[config.mk]
export PLATFORM = sky130hd
export DESIGN_NAME = micro_ondas_ctrl
export DESIGN_NICKNAME = d
export VERILOG_FILES = /design/src/rtl/micro_ondas_ctrl.sv
export SDC_FILE = /design/constraint.sdc
export NUM_CORES = 1
export LEC_CHECK = 0
export BUFFER_PORTS_ARGS = -buffer_cell sky130_fd_sc_hd__buf_2
export CAP_MARGIN = 20
export CELL_PAD_IN_SITES_DETAIL_PLACEMENT = 1
export CELL_PAD_IN_SITES_GLOBAL_PLACEMENT = 1
export CORE_MARGIN = 4
export CORE_UTILIZATION = 48
export DETAILED_ROUTE_END_ITERATION = 10
export GPL_TIMING_DRIVEN = 1
export PLACE_DENSITY = 0.92
export SLEW_MARGIN = 20
export SYNTH_ARGS = -nofsm -noshare
export SYNTH_HDL_FRONTEND = slang
export SYNTH_SLANG_ARGS = --single-unit
[constraint.sdc]
create_clock -name clock -period 4.55 [get_ports clock]
set_clock_uncertainty 0.1 [all_clocks]
set_input_delay 0.6825 -clock clock [delete_from_list [all_inputs] [get_ports clock]]
set_output_delay 0.6825 -clock clock [all_outputs]
set_load 0.03 [all_outputs]
[src/rtl/micro_ondas_ctrl.sv]
// micro_ondas_ctrl: microwave cooking sequencer. Builds an M:SS entry from
// keypad digits, drives the countdown timer and gates the magnetron.
// Ports:
//   clock, resetn                   clock and async active-low reset
//   keypad[9:0]                     one-hot digit keys
//   startn, stopn, clearn           active-low buttons
//   door_closed, timer_zero         door switch, timer at 0:00
//   timer_load, timer_data[11:0]    load pulse and BCD entry
//   timer_dec, timer_clear          1 s decrement pulse, clear pulse
//   mag_on, done                    magnetron enable, finished indicator
module micro_ondas_ctrl #(
  parameter int TICKS_PER_SEC = 100,
  parameter int DONE_HOLD     = 3
) (
  input  logic        clock,
  input  logic        resetn,
  input  logic [9:0]  keypad,
  input  logic        startn,
  input  logic        stopn,
  input  logic        clearn,
  input  logic        door_closed,
  input  logic        timer_zero,
  output logic        timer_load,
  output logic [11:0] timer_data,
  output logic        timer_dec,
  output logic        timer_clear,
  output logic        mag_on,
  output logic        done
);

  localparam int HOLD = DONE_HOLD * TICKS_PER_SEC;
  localparam int PW = (TICKS_PER_SEC > 1) ? $clog2(TICKS_PER_SEC) : 1;
  localparam int DW = (HOLD > 1) ? $clog2(HOLD) : 1;
  localparam logic [PW-1:0] P_MAX = PW'(TICKS_PER_SEC - 1);
  localparam logic [DW-1:0] D_MAX = DW'(HOLD - 1);

  typedef enum logic [1:0] {
    IDLE  = 2'd0,
    COOK  = 2'd1,
    PAUSE = 2'd2,
    DONE  = 2'd3
  } state_t;

  state_t        state, state_n;
  logic [11:0]   entry_n;
  logic [PW-1:0] presc, presc_n;
  logic [DW-1:0] dcnt, dcnt_n;
  logic          start_q, stop_q, clear_q;
  logic [9:0]    key_q;
  logic          load_n, dec_n, clr_n;

  logic       start_ev, stop_ev, clr_ev, key_ev, any_ev;
  logic [3:0] digit;

  assign start_ev = start_q & ~startn;
  assign stop_ev  = stop_q & ~stopn;
  assign clr_ev   = clear_q & ~clearn;
  // A key counts only when the pad was released before and exactly one
  // line is now active; chords and held keys do nothing.
  assign key_ev   = (key_q == '0) && $onehot(keypad);
  assign any_ev   = start_ev | stop_ev | clr_ev | key_ev;

  always_comb begin
    digit = '0;
    for (int k = 0; k < 10; k++) begin
      if (keypad[k]) digit = 4'(k);
    end
  end

  always_comb begin
    state_n = state;
    entry_n = timer_data;
    presc_n = presc;
    dcnt_n  = dcnt;
    load_n  = 1'b0;
    dec_n   = 1'b0;
    clr_n   = 1'b0;
    case (state)
      IDLE: begin
        if (clr_ev) begin
          entry_n = '0;
          clr_n   = 1'b1;
        end else if (start_ev && door_closed
                     && timer_data != '0) begin
          state_n = COOK;
          presc_n = '0;
        end else if (key_ev) begin
          entry_n = {timer_data[7:0], digit};
          load_n  = 1'b1;
        end
      end
      COOK: begin
        if (clr_ev) begin
          state_n = IDLE;
          entry_n = '0;
          clr_n   = 1'b1;
        end else if (timer_zero) begin
          state_n = DONE;
          dcnt_n  = '0;
        end else if (!door_closed || stop_ev) begin
          state_n = PAUSE;
        end else if (presc == P_MAX) begin
          presc_n = '0;
          dec_n   = 1'b1;
        end else begin
          presc_n = presc + 1'b1;
        end
      end
      PAUSE: begin
        if (clr_ev || stop_ev) begin
          state_n = IDLE;
          entry_n = '0;
          clr_n   = 1'b1;
        end else if (start_ev && door_closed) begin
          state_n = COOK;
        end
      end
      DONE: begin
        if (any_ev || dcnt == D_MAX) begin
          state_n = IDLE;
          entry_n = '0;
          clr_n   = 1'b1;
        end else begin
          dcnt_n = dcnt + 1'b1;
        end
      end
      default: state_n = IDLE;
    endcase
  end

  always_ff @(posedge clock or negedge resetn) begin
    if (!resetn) begin
      state       <= IDLE;
      timer_data  <= '0;
      presc       <= '0;
      dcnt        <= '0;
      start_q     <= 1'b1;
      stop_q      <= 1'b1;
      clear_q     <= 1'b1;
      key_q       <= '0;
      timer_load  <= 1'b0;
      timer_dec   <= 1'b0;
      timer_clear <= 1'b0;
      mag_on      <= 1'b0;
      done        <= 1'b0;
    end else begin
      state       <= state_n;
      timer_data  <= entry_n;
      presc       <= presc_n;
      dcnt        <= dcnt_n;
      start_q     <= startn;
      stop_q      <= stopn;
      clear_q     <= clearn;
      key_q       <= keypad;
      timer_load  <= load_n;
      timer_dec   <= dec_n;
      timer_clear <= clr_n;
      mag_on      <= (state_n == COOK);
      done        <= (state_n == DONE);
    end
  end

endmodule

### Yosys cells after proc, flatten, opt, wreduce, memory -nomap -nowiden

Index checks and enable logic that the tools add are counted.
W data, S select, Z words.

* equality and inequality tests: 20
* reduce and logical (&&, ||, !) cells: 16
* multiplexer cells: 49
* add/sub/neg operators: 11
* bitwise gates (word level): 9

Operators with widths (count)
* $mux W12: 6
* $pmux W12 S4: 1
* $mux W7: 6
* $mux W4: 7
* $mux W9: 3
* $ne A2 B2 Y1 const B: 10
* $mux W2: 9
* $pmux W9 S2: 1
* $pmux W7 S2: 1
* $mux W1: 13
* $reduce_bool A12 Y1: 1
* $add A1 B1 Y2: 5
* $logic_not A10 Y1: 1
* $add A9 B1 Y9 const B: 1
* $eq A9 B9 Y1 const B: 1
* $pmux W2 S4: 1
* $add A7 B1 Y7 const B: 1
* $eq A7 B7 Y1 const B: 1
* $add A2 B2 Y3: 2
* $eq A2 B2 Y1 const B: 3
* $ne A3 B3 Y1 const B: 2
* $reduce_and A6 Y1: 1
* $reduce_and A5 Y1: 1
* $add A3 B3 Y4: 1
* 14 further kinds: 26

* output and inout bits: 17
* register bits after elaboration: 48
* word-level logic and storage cells: 118
* input bits: 17

### Longest topological paths before layout

* depth in word-level cells: 13
* mapped depth: 14
* mapped depth without buffers: 13

### Least setup slack after synthesis

OpenSTA, ideal clock, no wires.

* path kind: input-to-reg
* start: input port keypad[0]
* end: register timer_data[1]
* stages on the path: 14
* arrival: 4262 ps
* setup time: 122 ps
* data required time: 4328 ps
* slack: 66 ps
* path buffers: 1
* path through: fa_1 > fa_1 > inv_1 > fa_1 > inv_1 > ha_1 > inv_1 > fa_1 > a2111oi_1 > o2111ai_2 > o31ai_1 > nand3_4 > buf_6 > a32o_1

* longest elaborated chain between the ends: 10
* elaborated cells on any way between the ends: 11
* classes of those cells: 4 x add/sub; 3 x eq/ne; 1 x bitwise; 3 x reduce/logical

RTL lines
* start: declaration: RTL line 17 `input logic [9:0] keypad,`
* $add A1 B1 Y2 (implied by the code) *: RTL line 60 `assign key_ev = (key_q == '0) && $onehot(keypad);`
* $add A2 B2 Y3 (implied by the code) *: RTL line 60
* $add A3 B3 Y4 (implied by the code) *: RTL line 60
* $add A4 B2 Y4 (implied by the code) *: RTL line 60
* $eq A4 B1 Y1 *: RTL line 60
* $logic_and A1 B1 Y1 *: RTL line 60
* $or A1 B1 Y1: RTL line 61 `assign any_ev = start_ev | stop_ev | clr_ev | key_ev;`
* $logic_or A1 B1 Y1: RTL line 119 `if (any_ev || dcnt == D_MAX) begin`
* $ne A2 B2 Y1 (no line)
* $reduce_and A5 Y1 (no line) *
* end signal: assignment: RTL line 148 `timer_data <= entry_n;`
* end: declaration: RTL line 24 `output logic [11:0] timer_data,`

Mark *: on every way between the ends. The rest lies on a longest branch, timed or not.
A chain may end at the register's enable or synchronous reset.

### Worst setup path after layout

* start: input port keypad[0]
* end: register timer_data[3]

Same word-level chain as after synthesis.

==> impl_metrics.tcl <==
set metrics [dict create \
    run_status "finished clean" \
    drt-initial-drc-count 78 \
    htreeDepth 2 \
    hold_buffers 0 \
    unrepaired_setup_endpoints_after_global_routing "false" \
    timing.rr.start "dcnt[2]$_DFFE_PN0P_" \
    grt-ovfl-total 0 \
    critPathMaxStageDelay_ns 0.52 \
    endpoint "timer_data[3]$_DFFE_PN0P_" \
    async_flop_share_pct 100 \
    clock.fmax_mhz 229 \
    cts-buffers-inserted 5 \
    worstHoldPathType "in2async" \
    vias_per_cell 5.69 \
    final_critical_path_setup_slack_ns 0.181 \
    tightestPinTransition_ns 0.868 \
    worst_path_dominant_cell_family "adder cells" \
    worst_r2r_endpoint "timer_data[3]$_DFFE_PN0P_" \
    reg2reg_setup_slack_ns 2.23 \
    fp.dieArea_mm2 0.00607 \
    core_region_area_mm2 0.00472 \
    detailed_place.area_mm2 0.00265 \
    critical_path_arrival_ns 4.47 \
    clk_latency_ns 0.31 \
    period_share_pct 96.0 \
    detailedRoute.firstPassIterationCount 4 \
    worstPathBufferInverterCount 5 \
    critPathLaunchType "primary input" \
    number_of_synthesis_warnings 0 \
    critical-path-top-cell-by-count "sky130_fd_sc_hd__fa_1" \
    remaining_drc_errors 0 \
    grt.total_usage_pct 21.8 \
    setup.worst_path.end_class "register" \
    worst_setup_path_startpoint "keypad[0]" \
    cp.required_ns 4.65 \
    maxSlewHeadroom_pct 41.5 \
    n_antenna_cell 0 \
    critical_path.slowest_cell "sky130_fd_sc_hd__fa_1" \
    pin_count_of_the_biggest_net_entering_global_routing 49 \
    final_layout_size_suffix_gt1_share_pct 24.2 \
    fin_util_pct 58.1 \
    syn_nets 240 \
    number_of_input_and_output_port_buffers_inserted 33 \
    timing_max_transition_violations_final 0 \
    clkPwrFrac_pct 31.4 \
    detailedPlacementHpwl_um 4360 \
    flow.area_growth_from_synthesis_pct 17.1 \
    number_of_global_route_vias_before_repair 2083 \
    synth-edff-count 0 \
    worstPathMaxFanout 12 \
    postCtsSetupBuffers 0 \
    antenna_found_initial 0 \
    final_area_mm2 0.00275 \
    initial_core_util_pct 49.6 \
    comb_power_share_pct 13.9 \
    seq_area_frac_synth_pct 51.4 \
    netlist_instances 213 \
    synth.avg_cell_area_um2 11.0 \
    synth-seq-cells 48 \
    sequentialPowerShare_pct 54.7 \
    die_x_um 77.9 \
    setup_viol 0 \
    row_cnt 25 \
    cts.sinks 48 \
    cap_violations 0 \
    netSwitchingPower_uw 212 \
    cts-root-to-sink-buffers 2 \
    first_pass_grt_wire_length_um 10300 \
    clock-root-buffer "sky130_fd_sc_hd__clkbuf_8" \
    power.ir.vdd_worst_v 0.000160 \
    sw_frac_of_total_pct 26.3 \
    post-place-ws_ns -0.234 \
    criticalPathCategory "in2reg" \
    num_vias 1860 \
    period_needed_ns 4.37 \
    globalplace.congestion 0.753 \
    routed_wl_um 5910 \
    post_cts_repair_resize_count 0 \
    timing.setup.tns_ns 0 \
    ant_nets 0 \
    clkTransAtPathRegs_ns 0.09 \
    wire_per_inst_um 18.1 \
    synth.lib_cells_used.distinct 48 \
    power_density_mw_per_mm2 293 \
    tritoncts_clock_tree "built" \
    cp_num_cells 15 \
    hold_violations 0 \
    timing.reg2reg.worst_path_depth 5 \
    crit_chain "buf_2 > fa_1 > fa_1 > inv_1 > fa_1 > inv_1 > ha_1 > inv_1 > fa_1 > a2111oi_2 > o2111ai_2 > o31ai_1 > buf_4 > nand3_4 > a22o_1" \
    design.final.nets 286 \
    static-leakage-power_nw 1.29 \
    boundaryPins 34 \
    p_int_uw 594 \
    synthesis.area_mm2 0.00234 \
    synth_flop_cell "sky130_fd_sc_hd__dfrtp_1" \
    die_h_um 77.9 \
]
## synth_stat cells (2+ instances only)
| master | instances | area, µm² |
|---|---|---|
| sky130_fd_sc_hd__inv_1 | 20 | 75.1 |
| sky130_fd_sc_hd__a22o_1 | 10 | 87.6 |
| sky130_fd_sc_hd__or4_1 | 2 | 15.0 |
| sky130_fd_sc_hd__fa_1 | 6 | 120 |
| sky130_fd_sc_hd__o211ai_1 | 3 | 22.5 |
| sky130_fd_sc_hd__ha_1 | 4 | 50.1 |
| sky130_fd_sc_hd__nand3_1 | 11 | 55.1 |
| sky130_fd_sc_hd__a21boi_0 | 3 | 22.5 |
| sky130_fd_sc_hd__a31oi_1 | 2 | 12.5 |
| sky130_fd_sc_hd__buf_2 | 2 | 10.0 |
| sky130_fd_sc_hd__nor2b_1 | 4 | 25.0 |
| sky130_fd_sc_hd__nand2_1 | 16 | 60.1 |
| sky130_fd_sc_hd__nor4_1 | 6 | 37.5 |
| sky130_fd_sc_hd__nand2b_1 | 5 | 31.3 |
| sky130_fd_sc_hd__or4b_2 | 2 | 20.0 |
| sky130_fd_sc_hd__dfstp_2 | 3 | 78.8 |
| sky130_fd_sc_hd__o31ai_1 | 7 | 52.6 |
| sky130_fd_sc_hd__o41ai_1 | 2 | 17.5 |
| sky130_fd_sc_hd__or3_1 | 4 | 25.0 |
| sky130_fd_sc_hd__a32o_1 | 2 | 20.0 |
| sky130_fd_sc_hd__clkbuf_1 | 2 | 7.51 |
| sky130_fd_sc_hd__nor3_1 | 3 | 15.0 |
| sky130_fd_sc_hd__dfrtp_1 | 45 | 1130 |
| sky130_fd_sc_hd__a21oi_1 | 2 | 10.0 |
| sky130_fd_sc_hd__o21ai_0 | 12 | 60.1 |
| sky130_fd_sc_hd__nor2_1 | 10 | 37.5 |
| sky130_fd_sc_hd__and3_1 | 4 | 25.0 |
## cells by family (layout without fill, tap and decap cells)
kind of cell | Yosys count | in the layout | share of synthesized area (%)
AND/OR/NAND/NOR | 78 | 78 | 19.9
AO/OA/AOI/OAI | 51 | 51 | 16.6
flip-flops | 48 | 48 | 51.4
buffers and inverters | 25 | 72 | 4.43
adder cells (fa/ha/maj) | 10 | 10 | 7.26
multiplexers | 1 | 1 | 0.427
## worst min path at each step
stage,end,start,cells after the start,slack [ns]
5_1_grt,dcnt[8]$_DFFE_PN0P_,resetn,1,0.32
3_3_place_gp,presc[6]$_DFFE_PN0P_,presc[6]$_DFFE_PN0P_,1,0.37
4_1_cts,stop_q$_DFF_PN1_,stopn,1,0.37
3_5_place_dp,presc[6]$_DFFE_PN0P_,presc[6]$_DFFE_PN0P_,1,0.38
6_report,dcnt[8]$_DFFE_PN0P_,resetn,1,0.28
2_1_floorplan,dcnt[0]$_DFFE_PN0P_,resetn,0,0.29
## power groups by stage
| stage | Clock (mW) | Combinational, mW | Sequential [mW] |
|---|---|---|---|
| CTS | 0.260 | 0.107 | 0.441 |
| detailed placement | 0 | 0.107 | 0.449 |
| floorplan | 0 | 0.0578 | 0.448 |
| global placement | 0 | 0.0929 | 0.448 |
| finish | 0.253 | 0.112 | 0.440 |
| global route | 0.281 | 0.127 | 0.442 |
## layer usage
layer  routed length [µm]  up-vias  GRT usage (%)
met5                    0        -              0
met4                  107        0           7.52
met3                  223       12           5.10
met2                 3130       36           39.1
met1                 2450      934           25.4
li1                     -      878              -
## layout by cell type, fill, tap and decap left out, types with 4 or more instances in the layout
cell                       synthesis  final
sky130_fd_sc_hd__o21ai_0          12     12
sky130_fd_sc_hd__ha_1              4      4
sky130_fd_sc_hd__nand2_1          16     16
sky130_fd_sc_hd__inv_1            20     20
sky130_fd_sc_hd__buf_2             2     32
sky130_fd_sc_hd__and3_1            4      4
sky130_fd_sc_hd__a22o_1           10     10
sky130_fd_sc_hd__or3_1             4      4
sky130_fd_sc_hd__o31ai_1           7      7
sky130_fd_sc_hd__fa_1              6      6
sky130_fd_sc_hd__nor4_1            6      6
sky130_fd_sc_hd__nor2_1           10     10
sky130_fd_sc_hd__clkbuf_8          0      5
sky130_fd_sc_hd__dfrtp_1          45     45
sky130_fd_sc_hd__buf_4             0     12
sky130_fd_sc_hd__nand3_1          11     11
sky130_fd_sc_hd__nor2b_1           4      4
sky130_fd_sc_hd__nand2b_1          5      5
## final cells by class
type,count,area (µm²)
Fill cell,532,1980
Sequential cell,48,1200
Multi-Input combinational cell,140,1050
Timing Repair Buffer,44,250
Tap cell,67,83.8
Clock buffer,7,76.3
Inverter,20,75.1
Clock inverter,1,8.76
## flip-flops by register name, summed over array words and instances (netlist names)
signal	flops
mag_on	1
timer_clear	1
timer_data	12
done	1
presc	7
stop_q	1
state	2
key_q	10
timer_load	1
dcnt	9
clear_q	1
start_q	1
timer_dec	1
## through the flow
step | hold slack, ns | cells | power [mW]
2_1_floorplan | 0.287 | 213 | 0.506
3_3_place_gp | 0.370 | 319 | 0.541
3_5_place_dp | 0.384 | 319 | 0.556
4_1_cts | 0.366 | 327 | 0.808
5_1_grt | 0.323 | 327 | 0.850
6_report | 0.277 | 327 | 0.806
Note: power is estimated with default switching activity, not from simulation.
